===== src/rtl/line_check_pkg.sv =====
// Shared types for the line win checker: scan directions with their unit steps,
// FSM state encoding and the empty-cell value.
package line_check_pkg;

  typedef enum logic [1:0] {DIR_H, DIR_V, DIR_D, DIR_A} dir_e;

  typedef enum logic [1:0] {ST_IDLE, ST_SCAN, ST_DRAIN, ST_FIN} state_e;

  localparam int CELL_EMPTY = 0;

  typedef struct packed {
    logic signed [1:0] dx;
    logic signed [1:0] dy;
  } step_t;

  function automatic step_t dir_step(dir_e d);
    step_t s;
    unique case (d)
      DIR_H:   s = '{dx: 2'sd1, dy: 2'sd0};
      DIR_V:   s = '{dx: 2'sd0, dy: 2'sd1};
      DIR_D:   s = '{dx: 2'sd1, dy: 2'sd1};
      DIR_A:   s = '{dx: 2'sd1, dy: -2'sd1};
      default: s = '{dx: 2'sd0, dy: 2'sd0};
    endcase
    return s;
  endfunction

endpackage


===== src/rtl/line_coord_gen.sv =====
// Combinational cell generator: stone position + direction + signed offset k
// gives the probed cell address {y, x} and whether it lies on the board.
module line_coord_gen
  import line_check_pkg::*;
#(
  parameter int COORD_W = 4,
  parameter int K_W     = 4,
  parameter int BOARD_W = 16,
  parameter int BOARD_H = 16
) (
  input  logic [2*COORD_W-1:0]  ptr,
  input  dir_e                  dir,
  input  logic signed [K_W-1:0] k,
  output logic [2*COORD_W-1:0]  addr,
  output logic                  in_board
);
  localparam int C_W = COORD_W + 2;

  // Unit steps are only -1/0/+1, so the product k*d reduces to a select.
  function automatic logic signed [C_W-1:0] offs(logic signed [1:0] d,
                                                 logic signed [C_W-1:0] kk);
    if (d[1])      return -kk;
    else if (d[0]) return kk;
    else           return '0;
  endfunction

  step_t                 st;
  logic signed [C_W-1:0] k_s, x_s, y_s;

  always_comb begin
    st  = dir_step(dir);
    k_s = C_W'(k);
    x_s = signed'(C_W'(ptr[COORD_W-1:0]))         + offs(st.dx, k_s);
    y_s = signed'(C_W'(ptr[2*COORD_W-1:COORD_W])) + offs(st.dy, k_s);
    in_board = !x_s[C_W-1] && !y_s[C_W-1] &&
               (x_s < C_W'(BOARD_W)) && (y_s < C_W'(BOARD_H));
    addr = {y_s[COORD_W-1:0], x_s[COORD_W-1:0]};
  end

endmodule


===== config.mk =====
export PLATFORM = sky130hd
export DESIGN_NAME = line_coord_gen
export DESIGN_NICKNAME = d
export VERILOG_FILES = /design/src/rtl/line_check_pkg.sv /design/src/rtl/line_coord_gen.sv
export SDC_FILE = /design/constraint.sdc
export NUM_CORES = 1
export LEC_CHECK = 0
export ABC_CLOCK_PERIOD_IN_PS = 4300
export BUFFER_PORTS_ARGS = -buffer_cell sky130_fd_sc_hd__buf_2
export CORE_AREA = 2 2 39 41
export DETAILED_ROUTE_END_ITERATION = 6
export DIE_AREA = 0 0 41 43
export GPL_TIMING_DRIVEN = 0
export PLACE_DENSITY = 0.79
export SLEW_MARGIN = 25
export SYNTH_ARGS = -nofsm -noshare
export SYNTH_HDL_FRONTEND = slang
export SYNTH_SLANG_ARGS = --single-unit

===== constraint.sdc =====
create_clock -name vclk -period 4.3
set_clock_uncertainty 0.1 [all_clocks]
set_input_delay 1.29 -clock vclk [all_inputs]
set_output_delay 1.29 -clock vclk [all_outputs]
set_load 0.05 [all_outputs]

======== Word-level counts from Yosys, hierarchy flattened ========
Cells that the tools add are included.
storage, ports and cells
  flip-flop bits (word level) ............. 0
cells by class
  add/subtract/negate cells ............... 3
  magnitude comparators ................... 2
  equal/unequal tests ..................... 3
  mux-type cells .......................... 5
  reductions and logical operators ........ 6
operator list
  kind                  number
  $mux W6               4
  $pmux W4 S4           1
  $add A5 B6 Y6         2
  $lt A6 B6 Y1 const B  2
  $neg A4 Y6            1
  $eq A2 B2 Y1 const B  2
  $logic_and A1 B1 Y1   3
  $eq A2 B1 Y1 const B  1
  $logic_not A1 Y1      2
  $logic_not A2 Y1      1

======== Depth between registers and ports, before layout ========
  word-level depth ........................ 9
  gate-level depth with buffers ........... 13
  mapped depth without buffers ............ 13

======== Worst setup path before layout ========
Ideal clock, no wire load.
  kind .................................... input to output
  start point ............................. in dir[0]
  end point ............................... out in_board
  arrival time ............................ 3.829 ns
  required time ........................... 2.910 ns
  path slack .............................. -0.919 ns
  cell stages on the path ................. 11
  path buffers ............................ 1
  cell sequence ........................... buf_4 > inv_1 > nor2_1 > nor2_1 > ha_1 > fa_1 > a21oi_1 > nor2_1 > a2111oi_4 > a21oi_2 > nor4_2
on the way
  longest elaborated chain between the ends .. 9
  elaborated cells between the ends (all ways) .. 18
  classes of those cells .................. add/sub (2); order compare (2); eq/ne (3); mux (5); reduce/logical (6)
ends and longest elaborated chain
  element                                                RTL line              text
  start, declared                                        line_coord_gen.sv:12  input dir_e dir,
  $eq A2 B2 Y1 (tied with other cells)                   line_check_pkg.sv:18  unique case (d)
  $pmux W4 S4 (*)                                        line_check_pkg.sv:18
  branches (longest 6 deep; another with $add A5 B6 Y6)  n/a
  $logic_and A1 B1 Y1 (*)                                line_coord_gen.sv:36  (x_s < C_W'(BOARD_W)) && (y_s < C_W'(BOARD_H));
  end, declared                                          line_coord_gen.sv:15  output logic in_board
Mark *: on every way between the ends. The select of a mux whose other input is x is not followed.

======== Final worst setup path ========
  start point ............................. in k[0]
  end point ............................... out in_board
on the way
  longest elaborated chain between the ends .. 7
  elaborated cells between the ends (all ways) .. 14
  classes of those cells .................. add/sub (3); order compare (2); mux (4); reduce/logical (5)
ends and longest elaborated chain
  element                                             RTL line              text
  start, declared                                     line_coord_gen.sv:13  input logic signed [K_W-1:0] k,
  branches (longest 6 deep; another with $neg A4 Y6)  n/a
  $logic_and A1 B1 Y1 (*)                             line_coord_gen.sv:36
Mark *: on every way between the ends.

==> run_results.csv <==
group,metric,value,unit
run_status,outcome,"complete, but fails checks",
run_status,violations,"negative setup slack",
critical_path,critPathArrivalTime,3.28,ns
layout,antenna_cells_inserted,0,
layout,postLayoutCoreUtil,0.719,
min_path,worst_hold_path_type,"primary input to primary output",
timing,setup_total_negative_slack,-0.404,ns
layout,seqCellArea,0,µm²
synth,synthesis.nets,103,
timing,max-slew-margin-rel,0.788,
layout,num-nets-final,138,
synth,synth_top_area_share,0.221,
critical_path,end_kind,"primary output",
place,post-place-cells,115,
critical_path,critPathMaxStageDelay,0.35,ns
power_and_ir_drop,power_per_cell_area,200,nW/µm²
critical_path,timing.critical_path.cells,"buf_12, inv_12, ha_4, nor2_1, mux2i_1, o21ai_1, ha_1, o21ai_1, nor2_2, o211ai_1, mux2i_1, nor4_4, buf_6",
grt,grt-ovfl-total,0,
power_and_ir_drop,power.ir.vdd_worst,0.000159,V
floorplanning,dieHeight,43,µm
layout,multi_input_comb_area,648,µm²
timing,timing.final.setup_violations,2,
grt,grt.total_usage,0.194,
floorplanning,die_width,41,µm
timing,max_freq,214,MHz
critical_path,critical_path.startpoint,"k[0]",
floorplanning,rows,14,
grt,grt_antenna_before_repair,0,
critical_path,timing_worst_setup_path_type,"primary input to primary output",
floorplanning,start_util,0.409,
critical_path,path_max_fanout,4,
layout,fillerInstances,96,
place,gp_routability_congestion,0.748,
critical_path,critPathRequiredTime,2.91,ns
detailed_routing,post-route-drc-count,0,
critical_path,critical_path_cell_count,13,
synth,synth.yosys.seq_area_share,0,
detailed_routing,wl,1720,µm
detailed_routing,vias_per_cell,5.28,
critical_path,start_kind,"primary input",
critical_path,critPathBufInv,3,
layout,final_cell_count_no_fill,126,
synth,synth_area_leader_cell,"ha_1",
synth,ys_types,24,
timing,fin_ws,-0.370,ns
timing,finalCritPeriodShare,1.09,
floorplanning,design.die.area,1760,µm²
grt,maximum_number_of_pins_on_one_net_before_global_route_repair,10,
floorplanning,ios,23,
clock_tree,hold_buffers,0,
detailed_routing,detailroute.via_count,665,
synth,syn_area_per_cell,7.34,µm²
timing,finalWorstPathRequiredPeriod,4.67,ns
detailed_routing,final_antenna_net_count,0,
place,post-dp-hpwl,1120,µm
timing,final_hold_viol_count,0,
layout,final.clkbuf_count,0,
grt,grt_first_pass_wirelength,2510,µm
power_and_ir_drop,finalPower,0.199,mW
place,portBuffers,22,
synth,warnings_from_yosys,0,
critical_path,slowest_stage,"ha_1",
timing,setup_repair_after_global_routing_missed_its_margin,"yes",
flow_run,max_cap_viol_count,0,
floorplanning,core_ar,1380,µm²
detailed_routing,count_of_tritonroute_iterations_in_the_first_routing_pass,1,
min_path,hold-path-cell-count,3,
critical_path,crit_end,"in_board",
layout,drive_gt1_frac,0.573,
grt,grt_pass1_vias,612,
detailed_routing,drt_first_iter_violations,0,
layout,layout-area-overhead-vs-synth,75.9,%
synth,yosys-top-cells-count,"10 x ha_1, 10 x nor2_1, 9 x inv_1",
critical_path,worst_path_dominant_cell_family,"compound AO/OA/AOI/OAI gates",
synth,mappedNetlistArea,566,µm²
detailed_routing,wire_per_inst,13.6,µm
synth,postSynthCellCount,77,
synth,synthTopCellsByArea,"ha_1 22%, fa_1 7.1%, a21o_1 6.6%",
timing,report.final.slew_viol_count,0,
layout,flops_and_latches,0,
power_and_ir_drop,leakage,0.486,nW
timing,worst-slew-pin-transition,0.315,ns
cell type report:
class / instances / area share
inverters: 9 / 0.0541
multi-input cells: 66 / 0.652
plain buffers: 2 / 0.0226
well taps: 16 / 0.0201
repair buffers: 33 / 0.252
how the worst min path moves through the flow:
stage	slack, ns	from	to
floorplan	2.78	ptr[0]	addr[0]
global placement	2.92	ptr[4]	addr[4]
detailed placement	2.92	ptr[4]	addr[4]
CTS	2.92	ptr[4]	addr[4]
global route	2.94	ptr[4]	addr[4]
finish	2.92	ptr[4]	addr[4]
layout by cell type, fill, tap and decap left out, drive strengths merged:
| cell | count |
|---|---|
| fa | 2 |
| nor2 | 10 |
| o21ai | 6 |
| a2111oi | 1 |
| and2 | 2 |
| nand2b | 3 |
| nor3 | 2 |
| mux2i | 3 |
| inv | 9 |
| nor4 | 1 |
| a31o | 1 |
| nand2 | 5 |
| a211oi | 2 |
| nor2b | 1 |
| ha | 10 |
| buf | 35 |
| a21o | 5 |
| nand3 | 1 |
| o211ai | 4 |
| a21oi | 3 |
| xor2 | 2 |
| xnor2 | 2 |
routing by layer:
layer	up-vias	wire length, µm	global-route usage
met4	0	15	0
li1	336	-	-
met5	-	0	0
met2	15	986	0.369
met3	2	49	0
met1	312	664	0.242
stage by stage:
step	setup WS [ns]	hold slack (ns)	area (µm²)
2_1_floorplan	-0.397	2.78	656
3_3_place_gp	-0.584	2.92	786
3_5_place_dp	-0.641	2.92	786
4_1_cts	-0.339	2.92	895
5_1_grt	-0.527	2.94	995
6_report	-0.370	2.92	995
repair_timing:
item | 4_1_cts | 5_1_grt
resized for setup | 16 | 20
pin swaps | 14 | 11
endpoints found under the setup margin | 3 | 4
setup buffers | 7 | 4
tightest hold or removal path: stages:
cell,delay [ns]
buf_2,0.08
ha_1,0.11
buf_2,0.25
power breakdown:
group	switching [mW]	internal, mW
clock network	0	0
logic	0.121	0.0784
registers	0	0
total	0.121	0.0784
kinds of logic (layout without fill, tap and decap cells):
family | count (synthesis) | count (layout) | synth area share
multiplexers | 3 | 3 | 0.0531
AND/OR/NAND/NOR | 25 | 25 | 0.215
adder cells (fa/ha/maj) | 12 | 12 | 0.292
AO/OA/AOI/OAI | 22 | 22 | 0.296
buffers and inverters | 11 | 44 | 0.0819
XOR/XNOR | 4 | 4 | 0.0620
(Power assumes the default switching activity.)
